$ cat src/rtl/approx_mul_err_acc_if.sv
// rtl/approx_mul_err_acc_if.sv - sample stream into the error accumulator
// Operand pair plus the approximate product under test, with valid/ready handshake.
interface approx_mul_err_acc_if #(
  parameter int N_W = 8
);
  logic               in_valid;
  logic               in_ready;
  logic [N_W-1:0]     op_a;
  logic [N_W-1:0]     op_b;
  logic [2*N_W-1:0]   approx_prod;

  modport master (output in_valid, op_a, op_b, approx_prod, input in_ready);
  modport slave  (input in_valid, op_a, op_b, approx_prod, output in_ready);
endinterface

$ cat src/rtl/approx_mul_err_acc.sv
// rtl/approx_mul_err_acc.sv - error statistics for an approximate NxN multiplier
// Optional signed error-bias accumulator sum_err is built when ERR_BIAS_EN is defined.
module approx_mul_err_acc #(
  parameter int N_W   = 8,
  parameter int CNT_W = 16,
  parameter int ACC_W = 48
) (
  input  logic                 clk,
  input  logic                 rst_n,
  input  logic                 start,
  input  logic [CNT_W-1:0]     num_samples,
  approx_mul_err_acc_if.slave  smp,
  output logic                 busy,
  output logic                 done,
  output logic [CNT_W-1:0]     sample_cnt,
  output logic [CNT_W-1:0]     err_cnt,
  output logic [ACC_W-1:0]     sum_abs_err,
  output logic [ACC_W-1:0]     sum_sq_err,
  output logic [2*N_W-1:0]     max_abs_err,
  output logic [N_W-1:0]       max_op_a,
  output logic [N_W-1:0]       max_op_b,
  output logic                 ovf
`ifdef ERR_BIAS_EN
  ,
  output logic signed [ACC_W-1:0] sum_err
`endif
);
  // Sums are formed one bit wider than the larger operand so the carry-out flags saturation.
  localparam int AB_W = ((ACC_W > 2*N_W) ? ACC_W : 2*N_W) + 1;
  localparam int SQ_W = ((ACC_W > 4*N_W) ? ACC_W : 4*N_W) + 1;

  typedef enum logic [1:0] {IDLE, RUN, DRAIN, DONE} state_t;
  state_t state, state_nxt;

  logic [CNT_W-1:0] acc_cnt, n_lat;
  logic             accept, last_acc, start_ok;
  logic [2*N_W-1:0] exact, e_abs;
  logic [2*N_W:0]   e;
  logic             s1_valid, s1_nz;
  logic [2*N_W-1:0] s1_abs;
  logic [N_W-1:0]   s1_a, s1_b;
  logic [4*N_W-1:0] sq;
  logic [AB_W-1:0]  abs_sum;
  logic [SQ_W-1:0]  sq_sum;
  logic             abs_sat, sq_sat;

  assign smp.in_ready = (state == RUN) && (acc_cnt < n_lat);
  assign accept       = smp.in_valid && smp.in_ready;
  assign last_acc     = accept && ((acc_cnt + CNT_W'(1)) == n_lat);
  assign start_ok     = start && ((state == IDLE) || (state == DONE));

  assign exact = (2*N_W)'(smp.op_a) * (2*N_W)'(smp.op_b);
  assign e     = {1'b0, exact} - {1'b0, smp.approx_prod};
  assign e_abs = e[2*N_W] ? (2*N_W)'(-e) : e[2*N_W-1:0];

  assign sq      = (4*N_W)'(s1_abs) * (4*N_W)'(s1_abs);
  assign abs_sum = AB_W'(sum_abs_err) + AB_W'(s1_abs);
  assign sq_sum  = SQ_W'(sum_sq_err) + SQ_W'(sq);
  assign abs_sat = |abs_sum[AB_W-1:ACC_W];
  assign sq_sat  = |sq_sum[SQ_W-1:ACC_W];

`ifdef ERR_BIAS_EN
  localparam int BI_W = ((ACC_W > 2*N_W+1) ? ACC_W : 2*N_W+1) + 1;
  logic signed [2*N_W:0]  s1_err;
  logic signed [BI_W-1:0] bias_sum;
  logic                   bias_sat;
  logic [ACC_W-1:0]       bias_nxt;

  // Out of range whenever the bits above the result sign disagree with it.
  assign bias_sum = BI_W'(sum_err) + BI_W'(s1_err);
  assign bias_sat = (bias_sum[BI_W-1:ACC_W-1] != '0) && (bias_sum[BI_W-1:ACC_W-1] != '1);
  assign bias_nxt = !bias_sat ? bias_sum[ACC_W-1:0] :
                    bias_sum[BI_W-1] ? {1'b1, {(ACC_W-1){1'b0}}} : {1'b0, {(ACC_W-1){1'b1}}};
`endif

  always_ff @(posedge clk or negedge rst_n) begin
    if (!rst_n) state <= IDLE;
    else        state <= state_nxt;
  end

  always_comb begin
    state_nxt = state;
    busy      = 1'b0;
    done      = 1'b0;
    case (state)
      IDLE, DONE: begin
        done = (state == DONE);
        if (start) state_nxt = (num_samples == '0) ? DONE : RUN;
      end
      RUN: begin
        busy = 1'b1;
        if (last_acc) state_nxt = DRAIN;
      end
      DRAIN: begin
        busy = 1'b1;
        if (!s1_valid) state_nxt = DONE;
      end
      default: state_nxt = IDLE;
    endcase
  end

  always_ff @(posedge clk or negedge rst_n) begin
    if (!rst_n) begin
      acc_cnt     <= '0;
      n_lat       <= '0;
      s1_valid    <= 1'b0;
      s1_nz       <= 1'b0;
      s1_abs      <= '0;
      s1_a        <= '0;
      s1_b        <= '0;
      sample_cnt  <= '0;
      err_cnt     <= '0;
      sum_abs_err <= '0;
      sum_sq_err  <= '0;
      max_abs_err <= '0;
      max_op_a    <= '0;
      max_op_b    <= '0;
      ovf         <= 1'b0;
`ifdef ERR_BIAS_EN
      s1_err      <= '0;
      sum_err     <= '0;
`endif
    end else begin
      s1_valid <= accept;
      if (accept) begin
        s1_abs <= e_abs;
        s1_nz  <= |e;
        s1_a   <= smp.op_a;
        s1_b   <= smp.op_b;
`ifdef ERR_BIAS_EN
        s1_err <= e;
`endif
      end
      if (start_ok) begin
        acc_cnt     <= '0;
        n_lat       <= num_samples;
        sample_cnt  <= '0;
        err_cnt     <= '0;
        sum_abs_err <= '0;
        sum_sq_err  <= '0;
        max_abs_err <= '0;
        max_op_a    <= '0;
        max_op_b    <= '0;
        ovf         <= 1'b0;
`ifdef ERR_BIAS_EN
        sum_err     <= '0;
`endif
      end else begin
        if (accept) acc_cnt <= acc_cnt + CNT_W'(1);
        if (s1_valid) begin
          sample_cnt  <= sample_cnt + CNT_W'(1);
          err_cnt     <= err_cnt + CNT_W'(s1_nz);
          sum_abs_err <= abs_sat ? '1 : abs_sum[ACC_W-1:0];
          sum_sq_err  <= sq_sat  ? '1 : sq_sum[ACC_W-1:0];
          // Strict compare keeps the first sample on ties.
          if (s1_abs > max_abs_err) begin
            max_abs_err <= s1_abs;
            max_op_a    <= s1_a;
            max_op_b    <= s1_b;
          end
`ifdef ERR_BIAS_EN
          sum_err <= bias_nxt;
          ovf     <= ovf | abs_sat | sq_sat | bias_sat;
`else
          ovf     <= ovf | abs_sat | sq_sat;
`endif
        end
      end
    end
  end
endmodule

$ cat src/flat_wrapper.sv
// flat-port wrapper written by rule: the top's interface ports become plain ports
module approx_mul_err_acc_flat 
#(
  parameter int N_W   = 8,
  parameter int CNT_W = 16,
  parameter int ACC_W = 48
)
  (clk, rst_n, start, num_samples, busy, done, sample_cnt, err_cnt, sum_abs_err, sum_sq_err, max_abs_err, max_op_a, max_op_b, ovf, smp_in_valid, smp_op_a, smp_op_b, smp_approx_prod, smp_in_ready);
  approx_mul_err_acc_if #(.N_W(N_W)) smp_i ();
  input  logic clk;
  input  logic rst_n;
  input  logic start;
  input  logic [CNT_W-1:0] num_samples;
  output logic busy;
  output logic done;
  output logic [CNT_W-1:0] sample_cnt;
  output logic [CNT_W-1:0] err_cnt;
  output logic [ACC_W-1:0] sum_abs_err;
  output logic [ACC_W-1:0] sum_sq_err;
  output logic [2*N_W-1:0] max_abs_err;
  output logic [N_W-1:0] max_op_a;
  output logic [N_W-1:0] max_op_b;
  output logic ovf;
  input wire logic [$bits(smp_i.in_valid)-1:0] smp_in_valid;
  input wire logic [$bits(smp_i.op_a)-1:0] smp_op_a;
  input wire logic [$bits(smp_i.op_b)-1:0] smp_op_b;
  input wire logic [$bits(smp_i.approx_prod)-1:0] smp_approx_prod;
  output wire logic [$bits(smp_i.in_ready)-1:0] smp_in_ready;
  assign smp_i.in_valid = smp_in_valid;
  assign smp_i.op_a = smp_op_a;
  assign smp_i.op_b = smp_op_b;
  assign smp_i.approx_prod = smp_approx_prod;
  assign smp_in_ready = smp_i.in_ready;
  approx_mul_err_acc #(.N_W(N_W), .CNT_W(CNT_W), .ACC_W(ACC_W)) u_core (.clk(clk), .rst_n(rst_n), .start(start), .num_samples(num_samples), .smp(smp_i), .busy(busy), .done(done), .sample_cnt(sample_cnt), .err_cnt(err_cnt), .sum_abs_err(sum_abs_err), .sum_sq_err(sum_sq_err), .max_abs_err(max_abs_err), .max_op_a(max_op_a), .max_op_b(max_op_b), .ovf(ovf));
endmodule
$ cat config.mk
export PLATFORM = sky130hd
export DESIGN_NAME = approx_mul_err_acc_flat
export DESIGN_NICKNAME = d
export VERILOG_FILES = /design/src/rtl/approx_mul_err_acc_if.sv /design/src/rtl/approx_mul_err_acc.sv /design/src/flat_wrapper.sv
export SDC_FILE = /design/constraint.sdc
export NUM_CORES = 1
export LEC_CHECK = 0
export CAP_MARGIN = 20
export CELL_PAD_IN_SITES_DETAIL_PLACEMENT = 2
export CELL_PAD_IN_SITES_GLOBAL_PLACEMENT = 2
export CORE_MARGIN = 2
export CORE_UTILIZATION = 37
export CTS_CLUSTER_DIAMETER = 80
export DETAILED_ROUTE_END_ITERATION = 6
export HOLD_SLACK_MARGIN = 0.02
export PLACE_DENSITY_LB_ADDON = 0.15
export SYNTH_ARGS = -nofsm -noshare
export SYNTH_HDL_FRONTEND = slang
export SYNTH_SLANG_ARGS = --single-unit
$ cat constraint.sdc
create_clock -name clk -period 8.3 [get_ports clk]
set_input_delay 1.66 -clock clk [delete_from_list [all_inputs] [get_ports clk]]
set_output_delay 1.66 -clock clk [all_outputs]
set_load 0.02 [all_outputs]
==> flow_metrics.tcl, run 1 <==
set metrics [dict create \
    outcome "complete, no violations" \
    clk_pin_slew_ns 0.06 \
    synthCells 2551 \
    post_dp_cell_area_um2 26210 \
    cap_viol_max_count 0 \
    fp-row-count 91 \
    synth_nets 3054 \
    die_area_um2 64660 \
    setup_violations 0 \
    synth_seq_cells 229 \
    post-cts-setup-buffer-count 0 \
    synth.avg_cell_area_um2 9.086 \
    min_path_type "reg -> reg" \
    drtIter0Drc 488 \
    skew_ns 0.03606 \
    io_buffers 215 \
    cp_slowest_cell "dfrtp_1" \
    crit_fanout 30 \
    grt_use_met1 0.3036 \
    path_common_cell "inv_1" \
    core_um2 61830 \
    cp.arrival_ns 8.10 \
    cts.repair.resized 0 \
    critical_path.endpoint_type "flip-flop" \
    top_usage_layer "met2" \
    die_h_um 254.3 \
    worstMarginPinSlew_ns 1.103 \
    startpoint_type "flip-flop" \
    grtUsageTotal 0.2484 \
    setup-tns-final_ns 0 \
    synth_top_flop_cell "dfrtp_1" \
    drc 0 \
    cts.hold.buffers_added 0 \
    antenna_found_initial 2 \
    cp_num_buf_inv 8 \
    hold_viol 0 \
    yosysUniqueCellTypes 75 \
    slowest_delay_ns 0.89 \
    synth_edf_count 0 \
    worst_ep_required_time_ns 8.73 \
    gp_congestion 0.8218 \
    r2r_cells 25 \
    hold_path_depth 1 \
    first_pass_iters 5 \
    start_util 0.3749 \
    post-place-ws_ns 0.6534 \
    min_period_over_period 0.9243 \
    yosysWarningCount 0 \
    cts_tree "built" \
    cts_buffers 35 \
    grt_pass1_wl_um 125500 \
    dr_total_vias 18929 \
    viasPerCell 5.262 \
    cts_num_sinks 229 \
    overflow 0 \
    grt_pass1_vias 22299 \
    rsz0062_at_grt "no" \
    use_met2 0.4449 \
    area_delta_synth_final_pct 18.20 \
    pin_count 216 \
    grt_max_degree 121 \
    drive_above_1_share 0.04784 \
    crit_family "adder cells" \
    worstSetupPathType "reg -> reg" \
    synth_area_um2 23180 \
    root_buffer "clkbuf_16" \
    cts-htree-levels 2 \
    slew_viol_final 0 \
    setup_slack_ns 0.6285 \
    clock_path_buffers 3 \
    fin_crit_ns 7.671 \
    die_w_um 254.3 \
    postRouteWirelength_um 77960 \
    clock.fmax_mhz 130.4 \
    max-slew-margin-rel 0.2649 \
    wl_per_cell_um 21.67 \
    grt_util_met3 0.04062 \
    synthArstFlopShare 1.000 \
    holdWs_ns 0.5087 \
    cp.depth 25 \
    clk_latency_ns 0.56 \
    drtAntennaViolNets 0 \
    synth.yosys.seq_area_share 0.2472 \
    design_area_um2 27400 \
    final_nets 3237 \
    dp_hpwl_um 60300 \
]
## sequential cells by signal (all words and copies together) (netlist names), 16 cells and up
name,cells
u_core.sum_abs_err,48
u_core.acc_cnt,16
u_core.sum_sq_err,48
u_core.sample_cnt,16
u_core.max_abs_err,16
u_core.err_cnt,16
u_core.n_lat,16
u_core.s1_abs,16
## stage by stage
step,utilization,cells
after floorplan,-,2551
after global placement,0.4240,3531
after detailed placement,0.4240,3531
after CTS,0.4426,3593
after global routing,0.4431,3596
final,0.4431,3597
## layer usage
metal	wire length (µm)	vias up	part of all wire
met5	24	-	0.00031
met4	2537	4	0.033
met3	2924	118	0.038
met2	39530	264	0.51
met1	32950	9868	0.42
li1	-	8675	-
## worst register-to-register path, stage by stage (launching register included)
cell and delay [ns]:
dfrtp_1 0.89, inv_1 0.53, nor2_1 0.40, inv_1 0.11
fa_1 0.42, inv_1 0.09, fa_1 0.17, inv_1 0.05
fa_1 0.53, inv_1 0.06, fa_1 0.48, fa_1 0.56
inv_1 0.07, fa_1 0.54, inv_1 0.05, ha_1 0.37
nand4_1 0.16, o211ai_1 0.13, a31oi_1 0.15, nor3_1 0.42
a31o_2 0.32, nor2_1 0.11, nor2_1 0.32, nor2_2 0.05
buf_4 0.26, a221oi_1 0.33
## cell usage after synthesis (all sizes together), types with 17 or more instances
library cell	count	area share
and2	67	0.018
ha	208	0.11
nor2b	22	0.0059
clkbuf	83	0.013
nand2	229	0.037
mux2i	41	0.018
nor2	180	0.030
xnor2	62	0.023
dfrtp	229	0.25
a31oi	37	0.010
inv	460	0.074
fa	243	0.21
and3	36	0.0097
a21o	38	0.012
a211oi	30	0.0097
o21ai	112	0.024
nor3	42	0.0091
nand3	39	0.0084
mux2	17	0.0083
xor2	73	0.028
a21oi	101	0.022
nand4	26	0.0073
## cell type report
class / count / area [µm²]
Tap cell: 837 / 1047
Clock inverter: 16 / 158.9
Timing Repair Buffer: 239 / 2360
Multi-Input combinational cell: 1768 / 15380
Clock buffer: 46 / 988.4
Fill cell: 6679 / 34430
Sequential cell: 229 / 5732
Antenna cell: 1 / 2.502
Inverter: 461 / 1730
## cells in the final DEF (no fill, tap or decap), drive strengths merged, types with 10 or more instances in the layout
cell / Yosys / layout
inv: 460 / 463
fa: 243 / 243
dfrtp: 229 / 229
nand2: 229 / 229
clkdlybuf4s50: 0 / 214
ha: 208 / 208
nor2: 180 / 180
o21ai: 112 / 112
a21oi: 101 / 101
xor2: 73 / 73
and2: 67 / 67
xnor2: 62 / 62
clkbuf: 83 / 47
nor3: 42 / 42
mux2i: 41 / 41
nand3: 39 / 39
a21o: 38 / 38
a31oi: 37 / 37
and3: 36 / 36
a211oi: 30 / 30
nand4: 26 / 26
buf: 10 / 24
nor2b: 22 / 22
mux2: 17 / 17
o21a: 14 / 14
a221oi: 14 / 14
nor4: 14 / 14
or3: 12 / 12
clkinv: 1 / 12
nand2b: 10 / 10
## cells by family (layout without fill, tap and decap cells)
kind of cell,after synthesis,count (layout),synth area share
other,0,1,0
buffers and inverters,554,762,0.09053
XOR/XNOR,135,135,0.05101
AO/OA/AOI/OAI,428,428,0.1202
AND/OR/NAND/NOR,696,696,0.1429
flip-flops,229,229,0.2472
multiplexers,58,58,0.02596
adder cells (fa/ha/maj),451,451,0.3222
## final timing paths
kind                                              start                           endpoint  slack, ns
max in group asynchronous                         rst_n  u_core.sum_sq_err[29]$_DFFE_PN0P_       5.86
setup / recovery           u_core.s1_abs[0]$_DFFE_PN0P_  u_core.sum_sq_err[27]$_DFFE_PN0P_       0.63
hold reg to reg              u_core.s1_a[0]$_DFFE_PN0P_         u_core.s1_a[0]$_DFFE_PN0P_       0.51
min in group asynchronous                         rst_n   u_core.sample_cnt[1]$_DFFE_PN0P_       1.17
hold / removal               u_core.s1_a[0]$_DFFE_PN0P_         u_core.s1_a[0]$_DFFE_PN0P_       0.51
setup reg to reg           u_core.s1_abs[0]$_DFFE_PN0P_  u_core.sum_sq_err[27]$_DFFE_PN0P_       0.63
Power of run 1 is not shown: default switching activity piles up to over one toggle a cycle in this logic, so the estimate is an artifact.
==> inputs of run 2 (changes only) <==
--- a/config.mk
+++ b/config.mk
@@ -13,7 +13,7 @@
 export CTS_CLUSTER_DIAMETER = 80
 export DETAILED_ROUTE_END_ITERATION = 6
 export HOLD_SLACK_MARGIN = 0.02
-export PLACE_DENSITY_LB_ADDON = 0.15
+export PLACE_DENSITY = 0.89
 export SYNTH_ARGS = -nofsm -noshare
 export SYNTH_HDL_FRONTEND = slang
 export SYNTH_SLANG_ARGS = --single-unit
==> flow_metrics.tcl, run 2 (same netlist as run 1, synthesis figures left out) <==
set metrics [dict create \
    drc 0 \
    wl_per_cell_um 28.37 \
    cts_num_sinks 229 \
    diodes 0 \
    fp-row-count 91 \
    root_buffer "clkbuf_16" \
    fin_cells 3586 \
    start_util 0.3749 \
    max-slew-margin-rel 0.2353 \
    slew_viol_final 0 \
    worstMarginPinSlew_ns 1.147 \
    crit_fanout 9 \
    cts-htree-levels 1 \
    grt_pass1_vias 24654 \
    slowest_delay_ns 0.65 \
    cts_buffers 30 \
    outcome "complete, no violations" \
    post_dp_cell_area_um2 26210 \
    setup-tns-final_ns 0 \
    fin_crit_ns 7.952 \
    cap_viol_max_count 0 \
    die_w_um 254.3 \
    die_h_um 254.3 \
    dr_total_vias 20454 \
    grtUsageTotal 0.3177 \
    worstSetupPathType "reg -> reg" \
    viasPerCell 5.704 \
    io_buffers 215 \
    path_common_cell "inv_1" \
    min_period_over_period 0.9581 \
    clock.fmax_mhz 125.7 \
    crit_chain "inv_1, nor2_1, inv_1, fa_1, inv_1, fa_1, inv_1, fa_1, inv_1, fa_1, fa_1, inv_1, fa_1, inv_1, ha_1, and3_1, and2_1, a221oi_1, a21oi_1, o311ai_1, buf_4, nand2_1, nor3b_1, nor3_1" \
    worst_ep_required_time_ns 8.81 \
    clock_path_buffers 3 \
    cp_slowest_cell "dfrtp_1" \
    final_nets 3231 \
    drive_above_1_share 0.04329 \
    final_common_cell "inv_1" \
    reg_top3 "u_core.sum_abs_err: 48 flops, u_core.sum_sq_err: 48 flops" \
    antenna_found_initial 0 \
    clk_latency_ns 0.62 \
    cp.arrival_ns 8.46 \
    postRouteWirelength_um 101700 \
    pin_count 216 \
    grt_pass1_wl_um 156400 \
    die_area_um2 64660 \
    dp_hpwl_um 72330 \
    rsz0062_at_grt "no" \
    skew_ns 0.02430 \
    clk_pin_slew_ns 0.06 \
    cts_tree "built" \
    first_pass_iters 5 \
    core_um2 61830 \
    gp_congestion 0.8653 \
    setup_violations 0 \
    drtAntennaViolNets 0 \
    hold_viol 0 \
    final_cell_mix "460 x inv_1, 243 x fa_1, 227 x nand2_1, 227 x dfrtp_1, 214 x clkdlybuf4s50_1" \
    overflow 0 \
    startpoint_type "flip-flop" \
    drtIter0Drc 1148 \
    grt_max_degree 95 \
    placed_cells 3533 \
    min_path_type "reg -> reg" \
    area_delta_synth_final_pct 17.31 \
    design_area_um2 27190 \
    critical_path.endpoint_type "flip-flop" \
]
[run 2: timing repair]
action | in CTS | in global routing
endpoints found under the setup margin | 0 | 16
hold buffers | 0 | 0
gates resized for setup | 0 | 1
buffers inserted | 0 | 0
[run 2: per-stage QoR]
step	hold slack [ns]	utilization	setup slack (ns)
floorplan	0.4523	-	1.714
global placement	0.4809	0.4239	0.9241
detailed placement	0.4964	0.4240	0.4289
CTS	0.5147	0.4398	0.3652
global route	0.5345	0.4398	0.05405
finish	0.5105	0.4398	0.3475
[run 2: final cells by class]
type                       instances  area [µm²]
clock buffer                      42       825.8
clock inverter                    11       150.1
timing repair buffer             238        2327
inverter                         461        1730
tap                              837        1047
multi-input combinational       1768       15380
fill                            6533       34630
sequential                       229        5733
[run 2: worst paths after layout]
path                            slack (ns)  cells past startpoint                          from                                end
worst max-delay path                  0.35                     24  u_core.s1_abs[8]$_DFFE_PN0P_  u_core.sum_sq_err[47]$_DFFE_PN0P_
worst min-delay path                  0.51                      1    u_core.s1_a[4]$_DFFE_PN0P_         u_core.s1_a[4]$_DFFE_PN0P_
worst max register to register        0.35                     24  u_core.s1_abs[8]$_DFFE_PN0P_  u_core.sum_sq_err[47]$_DFFE_PN0P_
worst min register to register        0.51                      1    u_core.s1_a[4]$_DFFE_PN0P_         u_core.s1_a[4]$_DFFE_PN0P_
max in group asynchronous             5.70                      2                         rst_n  u_core.sum_sq_err[16]$_DFFE_PN0P_
min in group asynchronous             1.07                      1                         rst_n        u_core.state[1]$_DFFE_PN0P_
[run 2: metal layers]
| layer | part of all wire | up-vias | track usage |
|---|---|---|---|
| met4 | 0.053 | 0 | 0.1566 |
| met2 | 0.52 | 735 | 0.5840 |
| met3 | 0.055 | 324 | 0.06011 |
| li1 | - | 8666 | - |
| met5 | 0 | - | 0 |
| met1 | 0.37 | 10729 | 0.3493 |
[run 2: worst max-delay path, delay by kind of cell (launching register included)]
kind | cells | cell delay [ns]
adders and majority gates | 7 | 3.57
and+or+nand+nor | 6 | 1.46
AOI/OAI and AO/OA | 3 | 1.11
buffers and inverters | 8 | 1.04
DFF | 1 | 0.65
Power of run 2 is left out for the same reason.
==> inputs of run 3 (changes only) <==
--- a/config.mk
+++ b/config.mk
@@ -10,7 +10,6 @@
 export CELL_PAD_IN_SITES_GLOBAL_PLACEMENT = 2
 export CORE_MARGIN = 2
 export CORE_UTILIZATION = 37
-export CTS_CLUSTER_DIAMETER = 80
 export DETAILED_ROUTE_END_ITERATION = 6
 export HOLD_SLACK_MARGIN = 0.02
 export PLACE_DENSITY = 0.89
==> flow_metrics.tcl, run 3 (same netlist as run 1, synthesis figures left out) <==
set metrics [dict create \
    grt_max_degree 95 \
    grt_pass1_vias 24758 \
    setup-tns-final_ns 0 \
    cts.repair.resized 0 \
    start_util 0.3749 \
    rsz0062_at_grt "no" \
    overflow 0 \
    pin_count 216 \
    cts.hold.buffers_added 0 \
    gp_congestion 0.8653 \
    cts_tree "built" \
    clock.fmax_mhz 121.7 \
    holdWs_ns 0.5097 \
    slowest_delay_ns 0.67 \
    dr_total_vias 20696 \
    dp_hpwl_um 72330 \
    final_cell_mix "460 x inv_1, 243 x fa_1, 227 x nand2_1" \
    startpoint_type "flip-flop" \
    drtAntennaViolNets 0 \
    die_area_um2 64660 \
    area_delta_synth_final_pct 17.30 \
    grt_pass1_wl_um 157700 \
    r2r_start "u_core.s1_abs[8]$_DFFE_PN0P_" \
    multi_input_area_um2 15380 \
    critical_path.endpoint_type "flip-flop" \
    final_common_cell "inv_1" \
    rrSetupSlack_ns 0.08 \
    first_pass_iters 5 \
    clk_pin_slew_ns 0.06 \
    worst_ep_required_time_ns 8.71 \
    outcome "complete, no violations" \
    die_w_um 254.3 \
    slew_viol_final 0 \
    clk_latency_ns 0.61 \
    hold_path_depth 1 \
    r2r_cells 24 \
    crit_chain "inv_1, nor2_1, inv_1, fa_1, inv_1, fa_1, inv_1, fa_1, inv_1, fa_1, fa_1, inv_1, fa_1, inv_1, ha_1, and3_1, and2_1, a221oi_1, a21oi_1, o311ai_1, buf_4, nand2_1, a31oi_1, a311oi_1" \
    post-cts-setup-buffer-count 0 \
    cts-htree-levels 1 \
    viasPerCell 5.773 \
    post-place-ws_ns 0.4289 \
    cts_num_sinks 229 \
    diodes 0 \
    fin_crit_ns 8.216 \
    io_buffers 215 \
    cp.arrival_ns 8.63 \
    seqCellArea_um2 5736 \
    cap_viol_max_count 0 \
    path_common_cell "inv_1" \
    drtIter0Drc 1149 \
    die_h_um 254.3 \
    root_buffer "clkbuf_16" \
    postRouteWirelength_um 103600 \
    drc 0 \
    hold_viol 0 \
    crit_fanout 9 \
    holdCritStartpoint "u_core.s1_a[4]$_DFFE_PN0P_" \
    min_period_over_period 0.9899 \
    worstSetupPathType "reg -> reg" \
    drive_above_1_share 0.04367 \
    worstMarginPinSlew_ns 1.161 \
    cts_buffers 29 \
    wl_per_cell_um 28.90 \
    core_um2 61830 \
    clock_path_buffers 3 \
    setup_slack_ns 0.08411 \
    max-slew-margin-rel 0.2260 \
    r2r_end "u_core.sum_sq_err[37]$_DFFE_PN0P_" \
    hold_path_end "u_core.s1_a[4]$_DFFE_PN0P_" \
    fp-row-count 91 \
    setup_violations 0 \
    skew_ns 0.03215 \
    grtUsageTotal 0.3220 \
    nFillCells 6536 \
    cp_slowest_cell "o311ai_1" \
    min_path_type "reg -> reg" \
    reg_top3 "u_core.sum_abs_err: 48 flops, u_core.sum_sq_err: 48 flops" \
    antenna_found_initial 0 \
    final_nets 3231 \
]
run 3: layout make-up:
type / instances / area share
well taps: 837 / 0.03852
flip-flops and latches: 229 / 0.2110
clock buffers: 41 / 0.02909
multi-input cells: 1768 / 0.5658
clock inverters: 10 / 0.005661
repair buffers: 239 / 0.08634
inverters: 461 / 0.06365
run 3: how the worst max path moves through the flow:
stage | slack (ns) | from | end
2_1_floorplan | 1.71 | u_core.s1_abs[1]$_DFFE_PN0P_ | u_core.sum_sq_err[10]$_DFFE_PN0P_
3_3_place_gp | 0.92 | u_core.s1_abs[0]$_DFFE_PN0P_ | u_core.sum_sq_err[47]$_DFFE_PN0P_
3_5_place_dp | 0.43 | u_core.s1_abs[11]$_DFFE_PN0P_ | u_core.sum_sq_err[47]$_DFFE_PN0P_
4_1_cts | 0.25 | u_core.s1_abs[8]$_DFFE_PN0P_ | u_core.sum_sq_err[47]$_DFFE_PN0P_
5_1_grt | 0.04 | u_core.s1_abs[8]$_DFFE_PN0P_ | u_core.sum_sq_err[37]$_DFFE_PN0P_
6_report | 0.08 | u_core.s1_abs[8]$_DFFE_PN0P_ | u_core.sum_sq_err[37]$_DFFE_PN0P_
run 3: worst max-delay path: cells and delay by family, from the launching register on:
family / cells / cell delay, ns
AND/OR/NAND/NOR: 4 / 0.98
adder cells (fa/ha/maj): 7 / 3.67
flip-flops: 1 / 0.64
buffers and inverters: 8 / 1.09
AO/OA/AOI/OAI: 5 / 1.61
run 3: stage by stage:
stage / area (µm²) / cells / util
floorplan: 23180 / 2551 / -
global placement: 26210 / 3532 / 0.4239
detailed placement: 26210 / 3533 / 0.4240
CTS: 27160 / 3584 / 0.4393
global route: 27190 / 3585 / 0.4397
finish: 27190 / 3585 / 0.4397
run 3: per-layer routing:
metal / GRT usage / wire, µm / vias to the layer above
met5: 0 / 0 / -
met1: 0.3530 / 38250 / 10867
met3: 0.06134 / 5834 / 351
met4: 0.1618 / 5703 / 0
li1: - / - / 8657
met2: 0.5914 / 53800 / 821
Power of run 3 is left out for the same reason.
